## src/rtl/mult_div_pkg.sv

```systemverilog
// mult_div_pkg: shared op/state types and magnitude helper for the multiply/divide unit
package mult_div_pkg;
  typedef enum logic [1:0] {OP_MULTU = 2'b00, OP_MULT = 2'b01, OP_DIVU = 2'b10, OP_DIV = 2'b11} op_t;
  typedef enum logic [1:0] {MD_IDLE, MD_WORK, MD_FIX} md_state_t;
  function automatic logic [63:0] abs_val(input logic [63:0] value, input logic is_signed);
    return (is_signed && value[63]) ? -value : value;
  endfunction
endpackage

```

## src/rtl/mult_div_unit.sv

```systemverilog
// mult_div_unit: sequential shift-add multiply / restoring divide with start/busy/done handshake
module mult_div_unit
  import mult_div_pkg::*;
#(
  parameter int WIDTH = 32
) (
  input  logic             Clk,
  input  logic             reset,
  input  logic             start,
  input  logic [1:0]       op,
  input  logic [WIDTH-1:0] lhs,
  input  logic [WIDTH-1:0] rhs,
  output logic             busy,
  output logic             done,
  output logic [WIDTH-1:0] hi,
  output logic [WIDTH-1:0] lo,
  output logic             div_by_zero
);
  localparam int CNT_W = $clog2(WIDTH + 1);
  localparam int W2 = 2 * WIDTH;
  md_state_t state;
  logic [CNT_W-1:0] cnt;
  logic [W2-1:0] wk, mcand, wk_next, prod;
  logic [WIDTH-1:0] mplier, lhs_mag, rhs_mag, quo, rem;
  logic [WIDTH:0] trial;
  logic is_div, neg_q, neg_r, dbz;
  always_comb begin
    lhs_mag = WIDTH'(abs_val(64'($signed(lhs)), op[0]));
    rhs_mag = WIDTH'(abs_val(64'($signed(rhs)), op[0]));
    // remainder stays below the divisor, so a W+1 bit trial subtract never loses the shifted-out bit
    trial = wk[W2-1:WIDTH-1] - {1'b0, mplier};
    wk_next = is_div ? (trial[WIDTH] ? {wk[W2-2:0], 1'b0} : {trial[WIDTH-1:0], wk[WIDTH-2:0], 1'b1})
                     : (mplier[0] ? wk + mcand : wk);
    quo = wk[WIDTH-1:0];
    rem = wk[W2-1:WIDTH];
    prod = neg_q ? -wk : wk;
  end
  always_ff @(posedge Clk) begin
    if (reset) begin
      state <= MD_IDLE;
      busy <= 1'b0;
      done <= 1'b0;
      hi <= '0;
      lo <= '0;
      div_by_zero <= 1'b0;
      cnt <= '0;
      wk <= '0;
      mcand <= '0;
      mplier <= '0;
      is_div <= 1'b0;
      neg_q <= 1'b0;
      neg_r <= 1'b0;
      dbz <= 1'b0;
    end else begin
      done <= 1'b0;
      case (state)
        MD_IDLE: if (start) begin
          wk <= op[1] ? {{WIDTH{1'b0}}, lhs_mag} : '0;
          mcand <= {{WIDTH{1'b0}}, lhs_mag};
          mplier <= rhs_mag;
          is_div <= op[1];
          neg_q <= op[0] & (lhs[WIDTH-1] ^ rhs[WIDTH-1]);
          neg_r <= op[0] & lhs[WIDTH-1];
          dbz <= op[1] & ~|rhs;
          div_by_zero <= 1'b0;
          cnt <= '0;
          busy <= 1'b1;
          state <= MD_WORK;
        end
        MD_WORK: begin
          wk <= wk_next;
          mcand <= mcand << 1;
          mplier <= is_div ? mplier : mplier >> 1;
          cnt <= cnt + 1'b1;
          if (cnt == CNT_W'(WIDTH - 1)) state <= MD_FIX;
        end
        MD_FIX: begin
          hi <= is_div ? (neg_r ? -rem : rem) : prod[W2-1:WIDTH];
          lo <= is_div ? (dbz ? {WIDTH{1'b1}} : (neg_q ? -quo : quo)) : prod[WIDTH-1:0];
          div_by_zero <= dbz;
          done <= 1'b1;
          busy <= 1'b0;
          state <= MD_IDLE;
        end
        default: state <= MD_IDLE;
      endcase
    end
  end
endmodule

```

## config.mk

```make
export PLATFORM = sky130hd
export DESIGN_NAME = mult_div_unit
export DESIGN_NICKNAME = d
export VERILOG_FILES = /design/src/rtl/mult_div_pkg.sv /design/src/rtl/mult_div_unit.sv
export SDC_FILE = /design/constraint.sdc
export NUM_CORES = 1
export LEC_CHECK = 0
export ABC_AREA = 1
export BUFFER_PORTS_ARGS = -buffer_cell sky130_fd_sc_hd__buf_2
export CAP_MARGIN = 40
export CORE_MARGIN = 2
export CORE_UTILIZATION = 50
export CTS_CLUSTER_SIZE = 14
export DETAILED_ROUTE_END_ITERATION = 12
export HOLD_SLACK_MARGIN = 0.03
export PLACE_DENSITY = 0.68
export SETUP_SLACK_MARGIN = 0.1
export SLEW_MARGIN = 30
export SYNTH_ARGS = -nofsm -noshare
export SYNTH_HDL_FRONTEND = slang
export SYNTH_SLANG_ARGS = --single-unit
```

## constraint.sdc

```tcl
create_clock -name Clk -period 2.6 [get_ports Clk]
set_input_delay 0.65 -clock Clk [delete_from_list [all_inputs] [get_ports Clk]]
set_output_delay 0.65 -clock Clk [all_outputs]
set_load 0.005 [all_outputs]
```

==> results of run 1 <==
[sequential cells by signal, summed over array words and instances (netlist names)]
register,count
busy,1
cnt,6
dbz,1
div_by_zero,1
done,1
hi,32
is_div,1
lo,32
mcand,64
mplier,32
neg_q,1
neg_r,1
state,2
wk,64
[worst max-delay path, cell delays in order (launching register included)]
cell	delay, ns
dfxtp_1	0.37
inv_1	0.11
ha_1	0.31
nand2_1	0.10
nor2_1	0.25
nand2_1	0.17
nor2_2	0.16
nand2_4	0.09
nand2_4	0.08
buf_6	0.09
nand2_4	0.06
nand2_8	0.11
clkbuf_16	0.17
nand2_1	0.05
nand3_1	0.09
nand3_1	0.09
a21oi_1	0.14
[cells by family after synthesis]
logic type      count (synthesis)  share of synthesized area [%]
xor+xnor                       94                           3.66
buf+inv                       798                           13.6
compound gates                611                           15.5
simple gates                 2178                           40.3
fa+ha+maj                     102                           5.74
flops                         239                           21.3
[cell usage in the layout (no fill, tap or decap), types with 35 or more instances in the layout]
| master | synthesis | routed |
|---|---|---|
| nor2_1 | 321 | 303 |
| xor2_1 | 84 | 84 |
| a31oi_1 | 48 | 48 |
| buf_2 | 11 | 134 |
| o21ai_0 | 181 | 177 |
| a21oi_1 | 270 | 263 |
| a32o_1 | 35 | 35 |
| ha_1 | 100 | 78 |
| nand2_1 | 1370 | 1350 |
| buf_4 | 1 | 211 |
| dfxtp_1 | 239 | 224 |
| nand4_1 | 49 | 49 |
| inv_1 | 651 | 648 |
| nand3_1 | 312 | 301 |
| nor3_1 | 54 | 48 |
[timing repair]
item	CTS	global route
setup buffers	0	2
gates resized for setup	1	116
endpoints found under the setup margin	5	56
hold buffers	0	0
pin swaps	0	19
gates cloned	0	2
[area by class of cell]
cell class | instances | share of cell area (%)
clock buffers | 39 | 3.19
flip-flops and latches | 239 | 17.9
clock inverters | 15 | 0.918
repair buffers | 363 | 9.59
well taps | 592 | 2.76
multi-input cells | 2986 | 56.3
inverters | 667 | 9.32
[report_power, final]
part	leakage [nW]	switching, mW	internal (mW)	total, mW
Clock	0.528	1.76	2.91	4.67
Combinational	11.5	3.34	1.69	5.03
Sequential	1.95	0.205	3.87	4.07
[layer usage]
layer	GRT usage, %	routed length (um)	part of all wire, %	up-vias
li1	-	-	-	13400
met1	54.2	40800	45	12300
met3	6.25	9900	11	165
met4	11.6	2910	3.2	4
met2	54.5	36100	40	1200
met5	0	26	0.029	-
[worst max path at each step]
stage,start,endpoint,depth (start not counted)
3_5_place_dp,wk[31],wk[54],20
3_3_place_gp,lhs[0],wk[16],15
6_report,mplier[22],wk[46],16
4_1_cts,wk[4],wk[21],12
5_1_grt,wk[31],wk[59],20
2_1_floorplan,wk[31],wk[44],18
==> results.json, run 1 <==
{
  "grt_pass1_vias": 23900,
  "vias_per_cell": 5.51,
  "cts_max_level": 1,
  "rsz0062_at_grt": "true",
  "leakage_nw": 14.0,
  "antenna_found_initial": 2,
  "min-delay-start": "lhs[0]",
  "min_to": "mcand[0]",
  "post-route-util_pct": 60.6,
  "wl_mm": 89.7,
  "syn2layout_area_growth_pct": 19.3,
  "clock-sinks": 239,
  "ant_nets": 0,
  "relSlewSlack_pct": 44.0,
  "ys_seq_area_share_pct": 21.3,
  "status": "completed",
  "clk_path_buf_depth": 3,
  "reg2reg_slack_ns": 0.08,
  "place_hpwl_mm": 72.1,
  "fin_nets": 4458,
  "hp-class": "in -> reg",
  "endpoint_kind": "flop",
  "p_total_mw": 13.8,
  "synthTopCellsByCount": "nand2_1 (1370), inv_1 (651), nor2_1 (321)",
  "clock_latency_ns": 0.59,
  "hold_ws_ns": 0.370,
  "r2r-start": "mplier[22]",
  "multi_input_area_um2": 15100,
  "drcViolationCount": 0,
  "maxCapViolCount": 0,
  "synth.largest_area_cell": "nand2_1",
  "timing.setup.tns_ns": 0,
  "crit_fanout": 8,
  "finalHoldViolations": 0,
  "crit_type": "reg -> reg",
  "synth_cell_types": 55,
  "clk_pin_slew_ns": 0.07,
  "drt-initial-drc-count": 3276,
  "synth-seq-cells": 239,
  "worst_hold_path.num_cells": 3,
  "synth_cells": 4022,
  "final_cells": 4901,
  "min_period_over_period_pct": 97.1,
  "grt.total_usage_pct": 36.9,
  "io_buffer_count": 135,
  "dieArea_um2": 46700,
  "gp_congestion": 1.05,
  "critPathRequiredTime_ns": 3.12,
  "synth_top_area_share_pct": 22.8,
  "grt_pass1_wl_mm": 135,
  "clock_skew_ns": 0.0200,
  "async_flop_share_pct": 0,
  "start_util_pct": 50.8,
  "grt_overflow": 0,
  "setup_violations": 0,
  "fill_cells": 4641,
  "place_ws_ns": 0.0977,
  "ys.flop_type": "dfxtp_1",
  "placed_cells": 4843,
  "vias": 27000,
  "synth-edff-count": 0,
  "crit_path_start_kind": "flop",
  "syn_area_um2": 22500,
  "grt_max_degree": 59,
  "cts_tree": "done",
  "row_count": 77,
  "rr_endpoint": "wk[46]",
  "reg2reg_depth": 16,
  "ios": 136,
  "post_dp_cell_area_um2": 25200,
  "irDropWorstVdd_uv": 555,
  "setup_ws_ns": 0.0766,
  "syn_nets": 4193,
  "crit_arrival_ns": 3.04,
  "clock-root-buffer": "clkbuf_16",
  "finalMaxSlewViolations": 0,
  "numCtsBuffers": 30,
  "stdcell_area_um2": 26900,
  "tightest_slew_ns": 0.832,
  "timing.fmax_ghz": 0.396,
  "die_y_um": 216,
  "fin_crit_ns": 2.52,
  "yosysMostFrequentCell": "nand2_1",
  "diodes": 0,
  "syn_area_per_cell_um2": 5.60,
  "core_area_um2": 44300,
  "drive_above_1_share_pct": 13.4,
  "yosys-top-cells-area": "nand2_1 (23%), dfxtp_1 (21%), inv_1 (11%)",
  "fp.dieW_um": 216,
  "drt-pass1-iter-count": 8,
  "ys.warnings.count": 0,
  "power.density_nw_per_um2": 513,
  "routedWlPerCell_um": 18.3,
  "seq_area_um2": 4810
}
Note: power is estimated with default switching activity, not from simulation.
==> run 2, diff against run 1 <==
- SETUP_SLACK_MARGIN: 0.1 -> 0.4
==> results.json, run 2 (synthesized netlist as in run 1, its figures left out) <==
{
  "status": "completed",
  "p_comb_share_pct": 40.2,
  "start_util_pct": 50.8,
  "grt_max_degree": 80,
  "hold_ws_ns": 0.357,
  "stdcell_area_um2": 28500,
  "numCtsBuffers": 29,
  "dieArea_um2": 46700,
  "cts_tree": "done",
  "grt_overflow": 0,
  "worst_path_max_delay_cell": "fa_2",
  "leakage_nw": 14.4,
  "maxCapViolCount": 0,
  "drcViolationCount": 0,
  "min-delay-start": "lhs[0]",
  "grt_pass1_wl_mm": 138,
  "power.switching_mw": 5.60,
  "tightest_slew_ns": 0.912,
  "clk_pin_slew_ns": 0.07,
  "critPathTopFamily": "simple AND/OR/NAND/NOR gates",
  "fill_cells": 4554,
  "vias_per_cell": 5.53,
  "final_cells": 4947,
  "place_hpwl_mm": 73.2,
  "crit_type": "reg -> reg",
  "worst_hold_path.num_cells": 3,
  "drt-initial-drc-count": 3001,
  "crit_fanout": 4,
  "clock-sinks": 239,
  "reg2reg_slack_ns": 0.20,
  "row_count": 77,
  "clkPwrFrac_pct": 30.4,
  "routedWlPerCell_um": 18.7,
  "fin_nets": 4505,
  "irDropWorstVdd_uv": 523,
  "path_cells": "ha_4, fa_2, nand2_2, nand3_2, nand3_2, nand2_2, nand2_1, nand2_2, nand2_1, nand2_2, xor2_1, o21ai_2, nand3_1, nand2_1, inv_1",
  "core_area_um2": 44300,
  "grt.total_usage_pct": 37.7,
  "reg_top3": "mcand (64), wk (64)",
  "clock_skew_ns": 0.0279,
  "layout_common_cells": "nand2_1 (1286), inv_1 (638), nand3_1 (269), nor2_1 (251)",
  "r2r-start": "mcand[0]",
  "clk_path_buf_depth": 3,
  "intPower_mw": 8.43,
  "cp_slowest_stage_delay_ns": 0.45,
  "relSlewSlack_pct": 38.6,
  "io_buffer_count": 135,
  "critPathRequiredTime_ns": 3.07,
  "clock-root-buffer": "clkbuf_16",
  "p_total_mw": 14.0,
  "power.density_nw_per_um2": 492,
  "timing.fmax_ghz": 0.416,
  "endpoint_kind": "flop",
  "fp.dieW_um": 216,
  "vias": 27400,
  "post_dp_cell_area_um2": 25300,
  "gp_congestion": 1.02,
  "crit_arrival_ns": 2.87,
  "hold_buffers": 0,
  "antenna_found_initial": 0,
  "setup_violations": 0,
  "die_y_um": 216,
  "finalHoldViolations": 0,
  "path_buf_inv": 1,
  "finalMaxSlewViolations": 0,
  "fin_crit_ns": 2.40,
  "crit_path_start_kind": "flop",
  "rsz0062_at_grt": "true",
  "syn2layout_area_growth_pct": 26.7,
  "drt-pass1-iter-count": 8,
  "placed_cells": 4857,
  "ios": 136,
  "cts_max_level": 1,
  "power_frac_seq_pct": 29.5,
  "min_period_over_period_pct": 92.4,
  "min_to": "mcand[0]",
  "clock_latency_ns": 0.59,
  "wl_mm": 92.3,
  "rr_endpoint": "wk[28]",
  "crit_top_cell": "nand2_2",
  "final_common_cell": "nand2_1",
  "grt_pass1_vias": 24300,
  "ant_nets": 0,
  "hp-class": "in -> reg",
  "diodes": 0,
  "reg2reg_depth": 15,
  "drive_above_1_share_pct": 20.8,
  "swShare_pct": 39.9
}
==> run 2: cell count changes in the layout (fill, tap and decap cells not counted), sizes merged <==
| cell | change |
|---|---|
| buf | +49 |
| clkinv | +1 |
| inv | -2 |
| clkbuf | +2 |
| bufinv | -4 |
| nand2 | -1 |
| clkinvlp | +1 |
==> run 2: layout make-up <==
class / count / area, um^2 / share of cell area (%)
multi-input cells: 2985 / 16400 / 57.6
inverters: 667 / 2510 / 8.81
well taps: 592 / 741 / 2.60
flip-flops and latches: 239 / 4870 / 17.1
clock inverters: 11 / 125 / 0.439
clock buffers: 41 / 861 / 3.02
repair buffers: 412 / 2980 / 10.4
==> run 2: stage by stage <==
step / utilization [%] / setup WS (ns) / setup TNS, ns
floorplan: - / 0.402 / 0
global placement: 57.1 / -0.0970 / -0.0970
detailed placement: 57.1 / -0.0708 / -0.0708
CTS: 60.7 / 0.237 / 0
global route: 64.4 / 0.0629 / 0
finish: 64.4 / 0.199 / 0
==> run 2: worst max path at each step <==
stage	start	slack, ns	cells after the start	to
final	mcand[0]	0.20	15	wk[28]
after floorplan	wk[31]	0.40	18	wk[44]
after CTS	wk[31]	0.24	19	wk[45]
after detailed placement	mcand[0]	-0.07	15	wk[28]
after global routing	wk[31]	0.06	19	wk[39]
after global placement	mcand[0]	-0.1	15	wk[28]
==> run 2: per-layer routing <==
layer  global-route usage, %  wire length [um]  share of wire (%)  vias to the layer above
li1                        -                 -                  -                    13500
met1                    55.9             41700                 45                    12500
met2                    54.5             37900                 41                     1224
met3                    6.89              9840                 11                      166
met4                    12.1              2930                3.2                        0
met5                       0                 0                  0                        -
==> run 2: worst register-to-register path, delay by kind of cell, from the launching register on <==
kind / cells / cell delay, ns
buf+inv: 1 / 0.04
flops: 1 / 0.35
xor+xnor: 1 / 0.16
compound gates: 1 / 0.28
simple gates: 10 / 0.84
fa+ha+maj: 2 / 0.61
==> run 2: what timing repair did <==
action,in CTS,in global routing
endpoints found under the setup margin,76,109
buffers inserted,15,21
cloned,1,1
resized for setup,111,373
pin swaps,19,76
==> run 2: power groups by stage <==
| stage | sequential (mW) | clock [mW] | combinational [mW] |
|---|---|---|---|
| 2_1_floorplan | 4.10 | 0 | 3.00 |
| 3_3_place_gp | 4.13 | 0 | 4.71 |
| 3_5_place_dp | 4.13 | 0 | 4.72 |
| 4_1_cts | 4.07 | 4.27 | 4.96 |
| 5_1_grt | 4.15 | 4.40 | 6.09 |
| 6_report | 4.13 | 4.26 | 5.64 |
